<file path="src/rtl/alu_seq_pkg.sv">
// Shared types for the multi-word add/subtract sequencer.
//   op_e    : operation encoding presented on OP (ADD, ADC, SUB, SBC)
//   state_e : sequencer states (IDLE, RUN, DRAIN, FIN)
//   flags_t : flag set {C, Z, V} presented at completion
// Helpers decode the operation into adder controls.
package alu_seq_pkg;

    typedef enum logic [1:0] {
        OP_ADD = 2'd0,
        OP_ADC = 2'd1,
        OP_SUB = 2'd2,
        OP_SBC = 2'd3
    } op_e;

    typedef enum logic [1:0] {
        ST_IDLE  = 2'd0,
        ST_RUN   = 2'd1,
        ST_DRAIN = 2'd2,
        ST_FIN   = 2'd3
    } state_e;

    typedef struct packed {
        logic c;
        logic z;
        logic v;
    } flags_t;

    // Subtraction is done as A + ~B + cin, so SUB/SBC invert B.
    function automatic logic op_is_sub(input op_e op);
        return (op == OP_SUB) || (op == OP_SBC);
    endfunction

    // Carry into the least significant word. Plain SUB starts with
    // cin=1 (two's complement); ADC/SBC continue from the held carry.
    function automatic logic first_cin(input op_e op, input logic held_c);
        logic cin;
        case (op)
            OP_ADD:  cin = 1'b0;
            OP_SUB:  cin = 1'b1;
            default: cin = held_c;
        endcase
        return cin;
    endfunction

endpackage

</file>
<file path="src/rtl/alu_word_adder.sv">
// Combinational single-word adder with optional B inversion and carry-in.
//   a, b     : operand words
//   invert_b : use ~b instead of b (subtraction)
//   cin      : carry in
//   sum      : WIDTH-bit result
//   cout     : carry out of the top bit
//   v        : signed overflow of this word
module alu_word_adder #(
    parameter int WIDTH = 16
) (
    input  logic [WIDTH-1:0] a,
    input  logic [WIDTH-1:0] b,
    input  logic             invert_b,
    input  logic             cin,
    output logic [WIDTH-1:0] sum,
    output logic             cout,
    output logic             v
);

    logic [WIDTH-1:0] b_eff;
    logic [WIDTH:0]   total;

    assign b_eff = invert_b ? ~b : b;
    assign total = {1'b0, a} + {1'b0, b_eff} + {{WIDTH{1'b0}}, cin};
    assign sum   = total[WIDTH-1:0];
    assign cout  = total[WIDTH];
    // Overflow: both addends share a sign that the sum does not.
    assign v     = (a[WIDTH-1] == b_eff[WIDTH-1]) && (sum[WIDTH-1] != a[WIDTH-1]);

endmodule

</file>
<file path="src/rtl/alu_carry_chain_seq.sv">
// Multi-word add/subtract sequencer. Operand word pairs stream in least
// significant first; each word's carry chains into the next, and the final
// carry is held as CF for later ADC/SBC operations.
//   MasterClock, RESET     : clock, asynchronous active-high reset
//   START, OP, COUNT       : launch an operation (sampled in IDLE only)
//   A_IN, B_IN, IN_VALID   : operand stream, IN_READY back-pressure
//   R_OUT, R_VALID, R_READY: one-entry result register and handshake
//   CF, ZF, VF             : flags, updated only at completion
//   BUSY, DONE             : activity indicator, one-cycle completion pulse
module alu_carry_chain_seq
    import alu_seq_pkg::*;
#(
    parameter int WIDTH    = 16,
    parameter int MAXWORDS = 8,
    localparam int CW      = $clog2(MAXWORDS + 1)
) (
    input  logic             MasterClock,
    input  logic             RESET,
    input  logic             START,
    input  logic [1:0]       OP,
    input  logic [CW-1:0]    COUNT,
    input  logic [WIDTH-1:0] A_IN,
    input  logic [WIDTH-1:0] B_IN,
    input  logic             IN_VALID,
    output logic             IN_READY,
    output logic [WIDTH-1:0] R_OUT,
    output logic             R_VALID,
    input  logic             R_READY,
    output logic             CF,
    output logic             ZF,
    output logic             VF,
    output logic             BUSY,
    output logic             DONE
);

    state_e           state_reg, state_next;
    op_e              op_reg;
    logic [CW-1:0]    words_left_reg;
    logic             first_reg;
    logic             chain_reg;
    logic             zacc_reg;
    logic             v_last_reg;
    logic [WIDTH-1:0] r_out_reg;
    logic             r_valid_reg;
    flags_t           flags_reg;

    logic             in_ready;
    logic             accept;
    logic             start_ok;
    logic             cin;
    logic [WIDTH-1:0] sum;
    logic             cout;
    logic             v;

    assign start_ok = (state_reg == ST_IDLE) && START && (COUNT != '0);
    assign accept   = IN_VALID && in_ready;
    assign cin      = first_reg ? first_cin(op_reg, flags_reg.c) : chain_reg;

    alu_word_adder #(
        .WIDTH(WIDTH)
    ) u_adder (
        .a       (A_IN),
        .b       (B_IN),
        .invert_b(op_is_sub(op_reg)),
        .cin     (cin),
        .sum     (sum),
        .cout    (cout),
        .v       (v)
    );

    // State register
    always_ff @(posedge MasterClock or posedge RESET) begin
        if (RESET) begin
            state_reg <= ST_IDLE;
        end else begin
            state_reg <= state_next;
        end
    end

    // Next state and input handshake
    always_comb begin
        state_next = state_reg;
        in_ready   = 1'b0;
        case (state_reg)
            ST_IDLE: begin
                if (start_ok) begin
                    state_next = ST_RUN;
                end
            end
            ST_RUN: begin
                // Accept only if the result register is free or being emptied.
                in_ready = (words_left_reg != '0) && (!r_valid_reg || R_READY);
                if (IN_VALID && in_ready && (words_left_reg == CW'(1))) begin
                    state_next = ST_DRAIN;
                end
            end
            ST_DRAIN: begin
                if (!r_valid_reg || R_READY) begin
                    state_next = ST_FIN;
                end
            end
            ST_FIN: begin
                state_next = ST_IDLE;
            end
            default: state_next = ST_IDLE;
        endcase
    end

    // Datapath
    always_ff @(posedge MasterClock or posedge RESET) begin
        if (RESET) begin
            op_reg         <= OP_ADD;
            words_left_reg <= '0;
            first_reg      <= 1'b0;
            chain_reg      <= 1'b0;
            zacc_reg       <= 1'b0;
            v_last_reg     <= 1'b0;
            r_out_reg      <= '0;
            r_valid_reg    <= 1'b0;
            flags_reg      <= '0;
        end else begin
            if (start_ok) begin
                op_reg         <= op_e'(OP);
                words_left_reg <= COUNT;
                zacc_reg       <= 1'b1;
                first_reg      <= 1'b1;
            end

            if (accept) begin
                r_out_reg      <= sum;
                words_left_reg <= words_left_reg - CW'(1);
                chain_reg      <= cout;
                zacc_reg       <= zacc_reg && (sum == '0);
                v_last_reg     <= v;
                first_reg      <= 1'b0;
            end

            // A load in the same cycle as a consume keeps the register full.
            if (accept) begin
                r_valid_reg <= 1'b1;
            end else if (R_READY) begin
                r_valid_reg <= 1'b0;
            end

            if (state_reg == ST_FIN) begin
                flags_reg.c <= chain_reg;
                flags_reg.z <= zacc_reg;
                flags_reg.v <= v_last_reg;
            end
        end
    end

    assign IN_READY = in_ready;
    assign R_OUT    = r_out_reg;
    assign R_VALID  = r_valid_reg;
    assign CF       = flags_reg.c;
    assign ZF       = flags_reg.z;
    assign VF       = flags_reg.v;
    assign BUSY     = (state_reg != ST_IDLE);
    assign DONE     = (state_reg == ST_FIN);

endmodule

</file>
<file path="config.mk">
export PLATFORM = sky130hd
export DESIGN_NAME = alu_carry_chain_seq
export DESIGN_NICKNAME = d
export VERILOG_FILES = /design/src/rtl/alu_seq_pkg.sv /design/src/rtl/alu_word_adder.sv /design/src/rtl/alu_carry_chain_seq.sv
export SDC_FILE = /design/constraint.sdc
export NUM_CORES = 1
export LEC_CHECK = 0
export ABC_AREA = 0
export CAP_MARGIN = 20
export CORE_MARGIN = 1
export CORE_UTILIZATION = 45
export DETAILED_ROUTE_END_ITERATION = 8
export PLACE_DENSITY = 0.81
export SYNTH_ARGS = -nofsm -noshare
export SYNTH_HDL_FRONTEND = slang
export SYNTH_SLANG_ARGS = --single-unit
</file>
<file path="constraint.sdc">
create_clock -name MasterClock -period 4.85 [get_ports MasterClock]
set_input_delay 0.97 -clock MasterClock [delete_from_list [all_inputs] [get_ports MasterClock]]
set_output_delay 0.97 -clock MasterClock [all_outputs]
set_load 0.1 [all_outputs]
</file>
==> results.py <==
metrics = {
    "synthesis": {
        "synth_top_area_share_pct": 33.95,
        "yosys_warnings": 0,
        "ys_ff_latch": 32,
        "synth_top_flop_cell": "dfrtp_1",
        "syn_avg_cell_area_um2": 9.213,
        "netlist_area_um2": 2359,
        "yosysSeqAreaShare_pct": 33.95,
        "syn_nets": 323,
        "yosys.area.top_type": "dfrtp_1",
        "synth-edff-count": 0,
        "synth.distinct_cells": 48,
        "synthArstFlopShare_pct": 100.0,
        "syn_inst": 256,
        "ys_top_cells_by_area": "dfrtp_1 34%, ha_1 12%, xor2_1 7.4%, nand2_1 5.4%, o21ai_0 4.0%",
    },
    "placed_design": {
        "dp_hpwl_um": 4169,
        "place_congestion": 0.8744,
        "io_buffers": 65,
    },
    "grt": {
        "antenna_found_initial": 0,
        "grt.total_usage_pct": 20.90,
        "grt_max_degree": 43,
        "grt_pass1_vias": 2011,
        "grt_pass1_wl_um": 8790,
        "grt_overflow_total": 0,
    },
    "detailed_routing": {
        "wirelength_um": 5220,
        "detail-route-antenna-nets": 0,
        "vias_per_cell": 5.258,
        "wire_per_inst_um": 13.32,
        "first_pass_iters": 4,
        "via_count": 2061,
        "drt_iter0_markers": 66,
        "drcViolationCount": 0,
    },
    "floorplan": {
        "start_util_pct": 48.33,
        "rows": 25,
        "dieArea_um2": 5535,
        "die_y_um": 74.40,
        "ios": 66,
        "core_um2": 4880,
        "die_w_um": 74.40,
    },
    "final_layout": {
        "largest_reg_flops": 16,
        "nNetsFinal": 391,
        "antenna_cells": 0,
        "drive_gt1_share_pct": 7.385,
        "final_util_pct": 65.46,
        "area_growth_pct": 35.44,
        "fillers": 443,
    },
    "critical_path": {
        "cp.required_ns": 5.05,
        "crit_type": "in -> reg",
        "arrival_ns": 4.19,
        "cp_max_fo": 3,
        "end_kind": "flop",
        "start_kind": "primary input",
    },
    "clock_network": {
        "cts_resized": 0,
        "cts_buffers": 5,
        "cts-hold-fix-buffers": 0,
        "ctsHtreeMaxLevel": 2,
        "postCtsSetupBuffers": 0,
        "clkLatencyLatePin_ns": 0.29,
        "cts_max_path_buffers": 2,
        "cts_tree": "done",
        "clock_tree.root_cell": "clkbuf_8",
        "clkSinkCount": 32,
        "cts.clk_slew.worst_paths_ns": 0.07,
    },
    "timing": {
        "rsz0062_at_grt": "no",
        "tightest_slew_ns": 0.9975,
        "setup_viol": 0,
        "drv_slew": 0,
        "tns_ns": 0,
        "fmax_mhz": 250.9,
        "timing.hold.ws_ns": 0.4862,
        "fin_crit_ns": 3.986,
        "timing.clock.skew_ns": 0.007898,
        "slew_headroom_pct": 33.29,
        "hold_viol_final": 0,
        "period_share_pct": 82.18,
    },
    "run": {
        "cap_violations": 0,
    },
    "run_status": {
        "outcome": "completed",
    },
    "worst_hold_path": {
        "hold_path_class": "reg -> reg",
    },
}
## cell usage after synthesis, types with 6 or more instances
cell type  count
a21oi_1       13
inv_1         17
nor2_1        10
ha_1          22
xnor2_1        6
clkbuf_1       7
nand2_1       34
mux2_2         7
dfrtp_1       32
o21ai_0       19
xor2_1        20
nand3_1        6
## worst max-delay path, stage by stage
cell,delay [ns]
clkdlybuf4s50_1,0.49
xor2_1,0.20
fa_1,0.25
inv_1,0.07
fa_1,0.39
nor2b_1,0.21
o211ai_1,0.14
a211oi_1,0.35
or3_1,0.17
a21oi_1,0.07
xnor2_1,0.15
or4_1,0.54
o31ai_2,0.18
## final timing paths
path | start | to | slack (ns) | cells after the start
max | B_IN[0] | zacc_reg | 0.86 | 13
min | R_OUT[3] | R_OUT[3] | 0.49 | 2
max reg2reg | op_reg[1] | zacc_reg | 1.22 | 13
min reg2reg | R_OUT[3] | R_OUT[3] | 0.49 | 2
max in group asynchronous | RESET | R_OUT[15] | 3.49 | 3
min in group asynchronous | RESET | R_OUT[7] | 1.06 | 3
## layer usage
metal,GRT usage [%],wire length (µm),up-vias
met2,35.34,2474,50
met3,3.930,236,7
met4,7.757,75,0
met5,0,0,-
li1,-,-,1046
met1,26.55,2434,958
## per-stage QoR
stage / setup WS [ns] / cells / cell area [µm²]
2_1_floorplan: 0.9845 / 256 / 2359
3_5_place_dp: 0.5953 / 384 / 3087
4_1_cts: 0.8622 / 392 / 3194
5_1_grt: 0.5873 / 392 / 3194
6_report: 0.8642 / 392 / 3194
3_3_place_gp: 0.6561 / 384 / 3087
## kinds of logic after synthesis
group	count (synthesis)	synth area share, %
xor gates and xnor gates	26	9.655
DFF	32	33.95
buffers and inverters	24	3.820
adders and majority gates	24	13.37
and+or+nand+nor	71	14.27
AOI/OAI and AO/OA	69	20.21
muxes	10	4.722
## layout by cell type, fill, tap and decap left out, types with 2 or more instances in the layout
| master | synthesis | final |
|---|---|---|
| nor3_1 | 4 | 4 |
| o21a_1 | 5 | 5 |
| fa_1 | 2 | 2 |
| o22ai_1 | 2 | 2 |
| xor2_1 | 20 | 20 |
| o21ai_1 | 3 | 3 |
| ha_1 | 22 | 22 |
| clkdlybuf4s50_1 | 0 | 64 |
| a31oi_1 | 2 | 2 |
| nand3_1 | 6 | 6 |
| mux2_2 | 7 | 7 |
| and3_1 | 2 | 2 |
| inv_1 | 17 | 17 |
| nor2b_1 | 2 | 2 |
| clkbuf_8 | 0 | 5 |
| o21ai_0 | 19 | 19 |
| a21o_1 | 2 | 2 |
| a211oi_1 | 3 | 3 |
| o31ai_1 | 3 | 3 |
| o211ai_1 | 4 | 4 |
| a21oi_1 | 13 | 13 |
| xnor2_1 | 6 | 6 |
| buf_4 | 0 | 4 |
| or4_1 | 2 | 2 |
| nand2_1 | 34 | 34 |
| a211oi_2 | 2 | 2 |
| nor2_1 | 10 | 10 |
| mux2_1 | 2 | 2 |
| or2_1 | 2 | 2 |
| dfrtp_1 | 32 | 32 |
| nand3b_1 | 2 | 2 |
## cell type report
type | instances | area [µm²] | share of cell area, %
clock buffers | 6 | 72.57 | 2.272
clock inverters | 2 | 35.03 | 1.097
inverters | 17 | 63.81 | 1.998
multi-input cells | 200 | 1468 | 45.95
flip-flops and latches | 32 | 800.8 | 25.07
well taps | 67 | 83.83 | 2.624
repair buffers | 68 | 670.6 | 20.99
Power is left out: the tool's default activity adds up to more than one toggle a clock period on the data nets, which glitch-free logic cannot reach.
